$ cat src/rtl/fp_pkg.sv
`default_nettype none
// ============================================================================
// Module   : fp_pkg
// Brief    : Shared widths, constants and the stage-1 register layout for the
//            FP normalize/round stage.
// Revision : 1.0 - initial release
// ============================================================================
package fp_pkg;

  // Single-precision defaults; switch both to 52/11 for a double datapath.
  localparam int c_size_mantissa = 23;
  localparam int c_size_exponent = 8;

  // Exponent bias and the reserved all-ones exponent (infinity/NaN).
  localparam int                         c_bias         = (1 << (c_size_exponent - 1)) - 1;
  localparam logic [c_size_exponent-1:0] c_exp_all_ones = '1;

  // Normalized operand held between the normalize and round stages.
  // The working exponent never drops below 1 (left shifts are clamped at the
  // denormal scale), so it is kept unsigned with two bits of headroom for the
  // carry and rounding increments.
  typedef struct packed {
    logic                         sign;
    logic [c_size_exponent+1:0]   exponent;
    logic [c_size_mantissa:0]     mantissa;  // hidden bit + fraction
    logic                         guard;
    logic                         sticky;
    logic                         zero;
  } stage1_t;

endpackage
`default_nettype wire

$ cat src/rtl/leading_zero_counter.sv
`default_nettype none
// ============================================================================
// Module   : leading_zero_counter
// Brief    : Counts leading zeros of a SIZE_MANTISSA+2 bit vector
//            (carry, hidden, fraction). All-zero input returns the width.
// Revision : 1.0 - initial release
// ============================================================================
module leading_zero_counter #(
  parameter int SIZE_MANTISSA = 23
) (
  input  logic [SIZE_MANTISSA+1:0]             value,
  output logic [$clog2(SIZE_MANTISSA+2)-1:0]   count
);

  localparam int c_width   = SIZE_MANTISSA + 2;
  localparam int c_count_w = $clog2(SIZE_MANTISSA + 2);

  // Scan upward so the highest set bit is the last one to write the count.
  always_comb begin
    count = c_count_w'(c_width);
    for (int i = 0; i < c_width; i++) begin
      if (value[i]) begin
        count = c_count_w'(c_width - 1 - i);
      end
    end
  end

endmodule
`default_nettype wire

$ cat src/rtl/fp_normalize_round.sv
`default_nettype none
// ============================================================================
// Module   : fp_normalize_round
// Brief    : Two-stage normalize + round-to-nearest-even back end for the FP
//            add/sub/mul cores, with valid/ready flow control.
// Revision : 1.0 - initial release
// ============================================================================
module fp_normalize_round
  import fp_pkg::*;
#(
  // The stage-1 register layout comes from fp_pkg, so these must match the
  // package widths.
  parameter int SIZE_MANTISSA = c_size_mantissa,
  parameter int SIZE_EXPONENT = c_size_exponent
) (
  input  logic                                 clock,
  input  logic                                 reset,
  input  logic                                 in_valid,
  output logic                                 in_ready,
  input  logic                                 sign_in,
  input  logic [SIZE_EXPONENT-1:0]             exponent_in,
  input  logic [SIZE_MANTISSA+2:0]             mantissa_in,
  input  logic                                 sticky_in,
  output logic                                 out_valid,
  input  logic                                 out_ready,
  output logic [SIZE_EXPONENT+SIZE_MANTISSA:0] result,
  output logic                                 overflow,
  output logic                                 underflow,
  output logic                                 zero
);

  localparam int c_ew  = SIZE_EXPONENT + 2;
  localparam int c_lzw = $clog2(SIZE_MANTISSA + 2);

  // ---------------------------------------------------------------- handshake
  logic r_valid1;
  logic r_valid2;
  logic w_s2_ready;

  assign w_s2_ready = !r_valid2 || out_ready;
  assign in_ready   = !r_valid1 || w_s2_ready;
  assign out_valid  = r_valid2;

  // ---------------------------------------------------------- stage 1: shift
  logic [c_lzw-1:0]           w_lz;
  logic [c_ew-1:0]            w_exp_in;
  logic [c_ew-1:0]            w_lz_ext;
  logic [c_ew-1:0]            w_room;
  logic [c_ew-1:0]            w_shift;
  logic [SIZE_MANTISSA+1:0]   w_shl;
  stage1_t                    w_s1;
  stage1_t                    r_s1;

  leading_zero_counter #(
    .SIZE_MANTISSA (SIZE_MANTISSA)
  ) u_lzc (
    .value (mantissa_in[SIZE_MANTISSA+2:1]),
    .count (w_lz)
  );

  // A zero exponent field is a denormal and shares the scale of exponent 1.
  assign w_exp_in = (exponent_in == '0) ? c_ew'(1) : {2'b00, exponent_in};

  // Left shift is the leading-zero distance to the hidden bit, clamped so the
  // exponent never goes below 1 (the result then stays denormal).
  assign w_lz_ext = c_ew'(w_lz) - c_ew'(1);
  assign w_room   = w_exp_in - c_ew'(1);
  assign w_shift  = (w_lz_ext < w_room) ? w_lz_ext : w_room;

  // Hidden, fraction and guard move together; the guard becomes a data bit.
  assign w_shl = mantissa_in[SIZE_MANTISSA+1:0] << w_shift;

  // Normalize: carry -> right shift by one, otherwise clamped left shift.
  always_comb begin
    w_s1      = '0;
    w_s1.sign = sign_in;
    if (mantissa_in[SIZE_MANTISSA+2:1] == '0) begin
      w_s1.zero = 1'b1;
    end else if (mantissa_in[SIZE_MANTISSA+2]) begin
      w_s1.mantissa = mantissa_in[SIZE_MANTISSA+2:2];
      w_s1.guard    = mantissa_in[1];
      w_s1.sticky   = sticky_in | mantissa_in[0];
      w_s1.exponent = w_exp_in + c_ew'(1);
    end else begin
      w_s1.mantissa = w_shl[SIZE_MANTISSA+1:1];
      w_s1.guard    = w_shl[0];
      w_s1.sticky   = sticky_in;
      w_s1.exponent = w_exp_in - w_shift;
    end
  end

  // Stage-1 register: loads whenever it is empty or stage 2 can take its data.
  always_ff @(posedge clock or posedge reset) begin
    if (reset) begin
      r_valid1 <= 1'b0;
      r_s1     <= '0;
    end else if (in_ready) begin
      r_valid1 <= in_valid;
      if (in_valid) begin
        r_s1 <= w_s1;
      end
    end
  end

  // ---------------------------------------------------------- stage 2: round
  logic                                 w_round_up;
  logic [SIZE_MANTISSA+1:0]             w_sum;
  logic [SIZE_MANTISSA:0]               w_mant;
  logic [c_ew-1:0]                      w_exp;
  logic [c_ew-1:0]                      w_field_exp;
  logic [SIZE_EXPONENT+SIZE_MANTISSA:0] w_result;
  logic                                 w_overflow;
  logic                                 w_underflow;
  logic                                 w_zero;
  logic [SIZE_EXPONENT+SIZE_MANTISSA:0] r_result;
  logic                                 r_overflow;
  logic                                 r_underflow;
  logic                                 r_zero;

  // RNE increment, carry renormalization, then pack with overflow/zero cases.
  // A denormal whose increment reaches the hidden bit naturally reads back
  // exponent field 1 because its working exponent is already 1.
  always_comb begin
    w_round_up = r_s1.guard & (r_s1.sticky | r_s1.mantissa[0]);
    w_sum      = {1'b0, r_s1.mantissa} + {{(SIZE_MANTISSA+1){1'b0}}, w_round_up};
    if (w_sum[SIZE_MANTISSA+1]) begin
      w_mant = w_sum[SIZE_MANTISSA+1:1];
      w_exp  = r_s1.exponent + c_ew'(1);
    end else begin
      w_mant = w_sum[SIZE_MANTISSA:0];
      w_exp  = r_s1.exponent;
    end
    w_field_exp = w_mant[SIZE_MANTISSA] ? w_exp : '0;

    w_result    = {r_s1.sign, w_field_exp[SIZE_EXPONENT-1:0], w_mant[SIZE_MANTISSA-1:0]};
    w_overflow  = 1'b0;
    w_underflow = 1'b0;
    w_zero      = 1'b0;
    if (r_s1.zero) begin
      w_result = {r_s1.sign, {(SIZE_EXPONENT+SIZE_MANTISSA){1'b0}}};
      w_zero   = 1'b1;
    end else if (w_field_exp >= c_ew'(c_exp_all_ones)) begin
      w_result   = {r_s1.sign, c_exp_all_ones, {SIZE_MANTISSA{1'b0}}};
      w_overflow = 1'b1;
    end else begin
      w_underflow = (w_field_exp == '0) && (r_s1.guard | r_s1.sticky);
    end
  end

  // Output register: result and flags move together and hold under stall.
  always_ff @(posedge clock or posedge reset) begin
    if (reset) begin
      r_valid2    <= 1'b0;
      r_result    <= '0;
      r_overflow  <= 1'b0;
      r_underflow <= 1'b0;
      r_zero      <= 1'b0;
    end else if (w_s2_ready) begin
      r_valid2 <= r_valid1;
      if (r_valid1) begin
        r_result    <= w_result;
        r_overflow  <= w_overflow;
        r_underflow <= w_underflow;
        r_zero      <= w_zero;
      end
    end
  end

  assign result    = r_result;
  assign overflow  = r_overflow;
  assign underflow = r_underflow;
  assign zero      = r_zero;

endmodule
`default_nettype wire

$ cat config.mk
export PLATFORM = sky130hd
export DESIGN_NAME = fp_normalize_round
export DESIGN_NICKNAME = d
export VERILOG_FILES = /design/src/rtl/fp_pkg.sv /design/src/rtl/leading_zero_counter.sv /design/src/rtl/fp_normalize_round.sv
export SDC_FILE = /design/constraint.sdc
export NUM_CORES = 1
export LEC_CHECK = 0
export CAP_MARGIN = 20
export CORE_UTILIZATION = 30
export CTS_CLUSTER_SIZE = 12
export DETAILED_ROUTE_END_ITERATION = 6
export GPL_ROUTABILITY_DRIVEN = 0
export SYNTH_ARGS = -nofsm -noshare
export SYNTH_HDL_FRONTEND = slang
export SYNTH_SLANG_ARGS = --single-unit
$ cat constraint.sdc
create_clock -name clock -period 3.79 [get_ports clock]
set_input_delay 0.5685 -clock clock [delete_from_list [all_inputs] [get_ports clock]]
set_output_delay 0.5685 -clock clock [all_outputs]
set_load 0.01 [all_outputs]
# After elaboration in Yosys (flattened, before gate mapping)
# Cells that the tools add are included.
# totals
regBits	75
input_bits	40
# classes
addsub	6
order_cmp	2
n_shift	1
mux	40
n_bitwise	4
reduce_logical	10
# ops
op	n
$mux W5	16
$mux W36	2
$mux W31	2
$mux W4	8
$mux W10	3
$add A24 B1 Y25	1
$logic_not A25 Y1	1
$shl A25 B10 Y25	1
$mux W24	1
$add A10 B1 Y10 const B	1
$ge A10 B8 Y1 const B	1
$logic_not A10 Y1	1
$lt A10 B10 Y1	1
$sub A8 B10 Y10	1
$add A8 B1 Y9 const B	1
$sub A8 B1 Y9 const B	1
$logic_not A8 Y1	1
$mux W8	1
$mux W1	7
$sub A5 B1 Y6 const B	1
$reduce_and A2 Y1	2
$or A1 B1 Y1	3
$logic_not A1 Y1	2
$logic_or A1 B1 Y1	2
other kinds (2)	2

# Longest topological paths before layout
# Gate-level depths: netlist of the first run.
# logic_depth
ltp_word	31
mapped_depth	28

# Cells and area by module
# A second synthesis of the first run with hierarchy kept.
# unflattened
hier_cells	785
area_unflattened_um2	6585.1
# modules_own_cells
mod	n_inst	cells_per_inst	area_per_inst_um2
fp_normalize_round	1	736	6306.0
leading_zero_counter	1	49	279.0

# Worst setup path before layout of the first run
# Ideal clock, no wire load.
# synth_timing
kind	input-to-reg
startpoint	in exponent_in[4]
endpoint	reg r_s1[35] (netlist name)
setup_ns	0.121
arrival_time_ns	5.863
t_required_ns	3.669
path_slack_ns	-2.193
stages	25
path_buffers	3
cell_sequence	clkbuf_1 > or4_1 > nor2_1 > a21o_1 > inv_2 > ha_1 > nand2b_1 > nor4_1 > xnor2_1 > ha_1 > nor4_1 > o21ai_0 > a21oi_1 > o221a_2 > a21o_1 > clkbuf_1 > clkbuf_1 > ha_1 > inv_1 > fa_1 > a21oi_1 > o21ai_0 > a221oi_1 > o21ai_0 > a41o_1
# synth_via
elab_chain_cells	8
elab_cells_between_ends	9
classes_between	add/sub (3); order compare (1); mux (4); reduce/logical (1)
# synth_lines
element	line	source
from (decl)	fp_normalize_round.sv:21	input logic [SIZE_EXPONENT-1:0] exponent_in,
$logic_not A8 Y1	fp_normalize_round.sv:62	assign w_exp_in = (exponent_in == '0) ? c_ew'(1) : {2'b00, exponent_in};
$mux W8 *	fp_normalize_round.sv:62	
$sub A8 B1 Y9	fp_normalize_round.sv:67	assign w_room = w_exp_in - c_ew'(1);
$lt A10 B10 Y1	fp_normalize_round.sv:68	assign w_shift = (w_lz_ext < w_room) ? w_lz_ext : w_room;
$mux W10	fp_normalize_round.sv:68	
$sub A8 B10 Y10	fp_normalize_round.sv:88	w_s1.exponent = w_exp_in - w_shift;
$mux W36 *	fp_normalize_round.sv:79	end else if (mantissa_in[SIZE_MANTISSA+2]) begin
$mux W36 *	fp_normalize_round.sv:77	if (mantissa_in[SIZE_MANTISSA+2:1] == '0) begin
to (signal assigned)	fp_normalize_round.sv:100	r_s1 <= w_s1;
to (decl)	fp_normalize_round.sv:52	stage1_t r_s1;
# Mark *: on every way between the ends. The rest lies on a longest branch, timed or not.
# A chain may end at the register's enable or synchronous reset.

# Worst setup path after layout of the first run
# layout_timing
startpoint	in mantissa_in[17]
endpoint	reg r_s1[33] (netlist name)
# layout_via
elab_chain_cells	15
elab_cells_between_ends	16
classes_between	add/sub (2); order compare (1); mux (12); reduce/logical (1)
# layout_lines
element	line	source
from (decl)	fp_normalize_round.sv:22	input logic [SIZE_MANTISSA+2:0] mantissa_in,
$mux W5 (9 in a row)	leading_zero_counter.sv:22	if (value[i]) begin
$sub A5 B1 Y6	fp_normalize_round.sv:66	assign w_lz_ext = c_ew'(w_lz) - c_ew'(1);
$lt A10 B10 Y1	fp_normalize_round.sv:68	
$mux W10	fp_normalize_round.sv:68	
$sub A8 B10 Y10	fp_normalize_round.sv:88	
$mux W36	fp_normalize_round.sv:79	
$mux W36 *	fp_normalize_round.sv:77	
# Marks and branches as above.

==> flow_metrics.tcl, run 1 <==
set metrics [dict create \
    syn_to_final_growth_pct 70.3 \
    synth_area_leaders "dfrtp_1, mux2i_1, mux2_2, ha_1, nand2_1" \
    clock_latency_ns 0.34 \
    crit_type "in -> reg" \
    fp.dieH_um 149 \
    layout.nets 1102 \
    place_area_sq_mm 0.00903 \
    post-place-ws_ns -1.71 \
    detail-route-antenna-nets 0 \
    yosysWarnings 0 \
    slowest_delay_ns 0.33 \
    violations "negative setup slack" \
    period_needed_ns 4.90 \
    cts_hold_buf 0 \
    core_area_sq_mm 0.0211 \
    outcome "finished, violations left" \
    dp_cells 1234 \
    cts_tree "yes" \
    overflow 0 \
    synth-compound-area-share 0.278 \
    diodes 0 \
    path_clk_slew_ns 0.06 \
    critPathSlowestCell "a221oi_2" \
    drv_cap 0 \
    dp_hpwl_um 17500 \
    drc 0 \
    final_util 0.522 \
    ys_seq_elements 75 \
    cp.required_ns 4.01 \
    clock_path_buffers 2 \
    hold_violations 0 \
    synth_area_sq_mm 0.00646 \
    antenna_found_initial 0 \
    nFillCells 1861 \
    layout.cells.non_filler 1321 \
    synthXorXnorAreaFrac 0.0488 \
    start_util 0.306 \
    synth_top_area_frac 0.290 \
    wl_per_cell_um 18.7 \
    via_per_inst 5.54 \
    fin_ws_ns -1.11 \
    synth_fa_ha_area_frac 0.0418 \
    rsz0062_at_grt "true" \
    vias 7319 \
    synth.yosys.seq_area_share 0.290 \
    root_buffer "clkbuf_16" \
    maxSlewViolCount 0 \
    min_period_over_period 1.29 \
    synth.distinct_cells 74 \
    synth_mux_area_frac 0.0930 \
    grt_max_degree 41 \
    synthSimpleGateAreaFrac 0.199 \
    synthFlopType "dfrtp_1" \
    port_buffers 76 \
    die-area_sq_mm 0.0221 \
    start_kind "input port" \
    whs_ns 0.475 \
    grt_pass1_vias 7015 \
    cts.sinks 75 \
    finClkSkew_ns 0.00985 \
    post-synth-top-count-cell "dfrtp_1" \
    stdcell_area_sq_mm 0.0110 \
    power_density_mw_per_mm2 389 \
    h-tree-depth 3 \
    worst_ep_arrival_time_ns 5.12 \
    max_freq_ghz 0.204 \
    firstDrtPassIters 5 \
    worst_slew_pin_slew_ns 0.963 \
    cpMostUsedCell "buf_4" \
    crit_fanout 4 \
    power.leakage_nw 4.67 \
    layout-drive-gt1-share 0.462 \
    synth-async-reset-ratio 1.00 \
    die_w_um 149 \
    cp_num_buf_inv 8 \
    ioPinCount 77 \
    cts_buffers 9 \
    synth_common_cells "dfrtp_1, nand2_1, nor2_1, clkbuf_1, o21ai_0" \
    synth_nets 817 \
    synth_top_family_by_area "compound AO/OA/AOI/OAI gates" \
    drt_iter0_drc 570 \
    yosysTopAreaCell "dfrtp_1" \
    synth_area_per_cell_sq_um 8.55 \
    hp-class "reg -> reg" \
    grt_use_total 0.214 \
    routed_wl_um 24700 \
    slew_headroom 0.354 \
    synth-edff-count 0 \
    rows 53 \
    ir_drop_mv 0.237 \
    syn_inst 756 \
    cp_top_family "compound AO/OA/AOI/OAI gates" \
    setup_viol 34 \
    grt_pass1_wl_um 37400 \
    setup.worst_path.end_class "flip-flop" \
]
-- sequential cells by signal, summed over array words and instances (netlist names) --
| name | flops |
|---|---|
| out_valid | 1 |
| overflow | 1 |
| r_valid1 | 1 |
| result | 32 |
| underflow | 1 |
| zero | 1 |
| r_s1 | 38 |
-- what timing repair did --
action                                  CTS  global route
pin swaps                                81            96
gates resized for setup                 210           129
cloned                                    2             1
endpoints found under the setup margin   35            59
setup buffers                            36            39
-- layout by cell type, fill, tap and decap left out, drive strengths merged, types with 25 or more instances in the layout --
master and instances:
nand2 65, inv 27, dfrtp 75, mux2i 33, clkdlybuf4s50 43, xnor2 25
buf 264, nor2 59, a21oi 27, o21ai 45
-- worst paths after layout --
| path | startpoint | end | slack [ns] | depth (start not counted) |
|---|---|---|---|---|
| setup / recovery | mantissa_in[17] | r_s1[33] | -1.11 | 27 |
| hold / removal | result[24] | result[24] | 0.48 | 1 |
| setup reg to reg | r_s1[1] | result[7] | 0.11 | 15 |
| hold reg to reg | result[24] | result[24] | 0.48 | 1 |
| max in group asynchronous | reset | r_s1[6] | 2.33 | 3 |
| min in group asynchronous | reset | result[11] | 0.71 | 2 |
-- per-stage QoR --
stage,setup TNS [ns],total power (W)
finish,-29.70,0.00428
global route,-35.08,0.00451
CTS,-25.47,0.00400
detailed placement,-51.42,0.00278
global placement,-48.65,0.00276
floorplan,-23.37,0.00209
-- layer usage --
layer  share of wire  vias to the layer above  wire [um]  global-route usage
li1                -                     3486          -                   -
met5               0                        -          0                   0
met3           0.042                       46       1050              0.0196
met4           0.022                        0        539              0.0658
met2            0.49                      234      12100               0.357
met1            0.45                     3553      11000               0.291
-- cell type report --
cell class	count	area, sq um	share of cell area
Clock inverter	5	100	0.00910
Clock buffer	11	243	0.0221
Tap cell	275	344	0.0313
Multi-Input combinational cell	606	5560	0.506
Inverter	27	109	0.00989
Sequential cell	75	1880	0.171
Timing Repair Buffer	322	2770	0.252
-- cell families after synthesis --
logic type               count (synthesis)
adder cells (fa/ha/maj)                 21
XOR/XNOR                                36
flip-flops                              75
buffers and inverters                   76
AND/OR/NAND/NOR                        250
multiplexers                            57
AO/OA/AOI/OAI                          241
-- power by group --
group	leakage, nW	total (W)	switching (W)	internal, W
Clock	0.169	0.000970	0.000312	0.000658
Combinational	3.53	0.00222	0.00106	0.00116
Sequential	0.969	0.00109	0.000143	0.000950
Power figures use the tool's default switching activity.
==> run 2, diff against run 1 <==
- CELL_PAD_IN_SITES_DETAIL_PLACEMENT: not set -> 0
- CELL_PAD_IN_SITES_GLOBAL_PLACEMENT: not set -> 1
- PLACE_DENSITY_LB_ADDON: not set -> 0.1
==> run 2 against run 1 <==
  * The flow still finishes with violations (negative setup slack)
  * Sequential power about the same
  * Die area unchanged
  * First-iteration DRC count decreased by 21%
==> flow_metrics.tcl, run 2 (synthesis gave the netlist of run 1 again) <==
set metrics [dict create \
    outcome "finished, violations left" \
    violations "negative setup slack" \
    via_per_inst 5.62 \
    clock_path_buffers 2 \
    ioPinCount 77 \
    final_common_cell "buf_4" \
    dp_cells 1233 \
    diodes 0 \
    cp-startpoint "mantissa_in[6]" \
    routed_wl_um 26000 \
    grt_max_degree 46 \
    clock_latency_ns 0.33 \
    start_kind "input port" \
    rows 53 \
    crit_fanout 3 \
    cp_top_family "compound AO/OA/AOI/OAI gates" \
    port_buffers 76 \
    drt_iter0_drc 450 \
    post-place-ws_ns -1.80 \
    slew_headroom 0.366 \
    hp-class "reg -> reg" \
    nFillCells 1894 \
    slowest_delay_ns 0.28 \
    die_w_um 149 \
    grt_pass1_wl_um 39800 \
    hp-start "zero" \
    overflow 0 \
    power_density_mw_per_mm2 379 \
    totalPowerFinal_w 0.00411 \
    detail-route-antenna-nets 0 \
    cts_buffers 9 \
    h-tree-depth 3 \
    start_util 0.306 \
    ir_drop_mv 0.211 \
    min_period_over_period 1.30 \
    regMostFlops "r_s1" \
    fp.dieH_um 149 \
    finClkSkew_ns 0.00917 \
    worst_slew_pin_slew_ns 0.949 \
    die-area_sq_mm 0.0221 \
    power.leakage_nw 4.61 \
    syn_to_final_growth_pct 68.1 \
    largest_reg_flops 38 \
    hold_violations 0 \
    grt_pass1_vias 7217 \
    cts_hold_buf 0 \
    antenna_found_initial 0 \
    firstDrtPassIters 5 \
    regToRegStartpoint "r_s1[17]" \
    path_clk_slew_ns 0.06 \
    layout-drive-gt1-share 0.454 \
    wl_per_cell_um 19.8 \
    vias 7380 \
    root_buffer "clkbuf_16" \
    worst_ep_arrival_time_ns 5.14 \
    period_needed_ns 4.91 \
    crit_type "in -> reg" \
    grt_use_total 0.230 \
    cp.required_ns 4.01 \
    layout.cells.non_filler 1313 \
    maxSlewViolCount 0 \
    cts.sinks 75 \
    max_freq_ghz 0.204 \
    final_cell_mix "buf_4, dfrtp_1, nand2_1" \
    drc 0 \
    core_area_sq_mm 0.0211 \
    layout.nets 1094 \
    critPathSlowestCell "ha_4" \
    cp_num_buf_inv 8 \
    cts_tree "yes" \
    dp_hpwl_um 19100 \
    rsz0062_at_grt "true" \
    setup.worst_path.end_class "flip-flop" \
    drv_cap 0 \
    setup_viol 34 \
    fin_ws_ns -1.12 \
]
==> run 2: changes by cell type in the layout (fill, tap and decap cells not counted), sizes merged <==
cell | previous run | this run
buf | 264 | 256
nor3 | 17 | 18
clkbuf | 17 | 15
clkinv | 2 | 5
dlymetal6s2s | 4 | 0
dlygate4sd2 | 1 | 5
bufinv | 3 | 0
clkdlybuf4s15 | 3 | 4
==> run 2: stage by stage <==
stage                     hold WS (ns)  instance area [sq um]  utilization  setup TNS [ns]
after global routing             0.510                  10900        0.515          -34.79
after floorplan                  0.433                   6940            -          -23.37
after CTS                        0.479                  10200        0.485          -23.29
after detailed placement         0.465                   9030        0.428          -55.18
after global placement           0.462                   9020        0.428          -53.58
final                            0.471                  10900        0.515          -29.55
==> run 2: layout make-up <==
class	instances	area, sq um	area share
multi-input cells	607	5520	0.509
repair buffers	313	2730	0.252
flip-flops and latches	75	1880	0.173
well taps	275	344	0.0317
clock buffers	11	243	0.0224
inverters	27	109	0.0100
clock inverters	5	28.8	0.00265
==> run 2: timing repair <==
action | CTS | global route
pin swaps | 86 | 64
buffers inserted | 46 | 31
gates cloned | 2 | 5
endpoints found under the setup margin | 59 | 60
resized for setup | 250 | 92
==> run 2: path summary, 6_finish.rpt <==
check | depth (start not counted) | end | slack, ns
min | 2 | zero | 0.47
min in group asynchronous | 2 | r_s1[37] | 0.77
min reg2reg | 2 | zero | 0.47
max in group asynchronous | 3 | r_s1[9] | 2.32
max | 29 | r_s1[35] | -1.12
max reg2reg | 10 | result[1] | 0.12
==> run 2: metal layers <==
| metal | part of all wire | vias to the layer above | track usage |
|---|---|---|---|
| li1 | - | 3470 | - |
| met1 | 0.45 | 3622 | 0.306 |
| met2 | 0.49 | 227 | 0.395 |
| met3 | 0.036 | 61 | 0.0223 |
| met4 | 0.028 | 0 | 0.0663 |
| met5 | 0 | - | 0 |
==> run 2: worst register-to-register path: stages (launching register included) <==
cell and delay [ns]:
dfrtp_2 0.42, nand4_2 0.14, or4_4 0.56, or4_4 0.57, nor3_4 0.21, xnor2_1 0.09, nor2_2 0.14, or4b_4 0.50
o31ai_4 0.47, nor3_4 0.16, a32o_1 0.30
==> run 2: power by group <==
group	switching, W	internal, W
sequential	0.000148	0.000950
clock	0.000309	0.000457
combinational	0.00107	0.00117
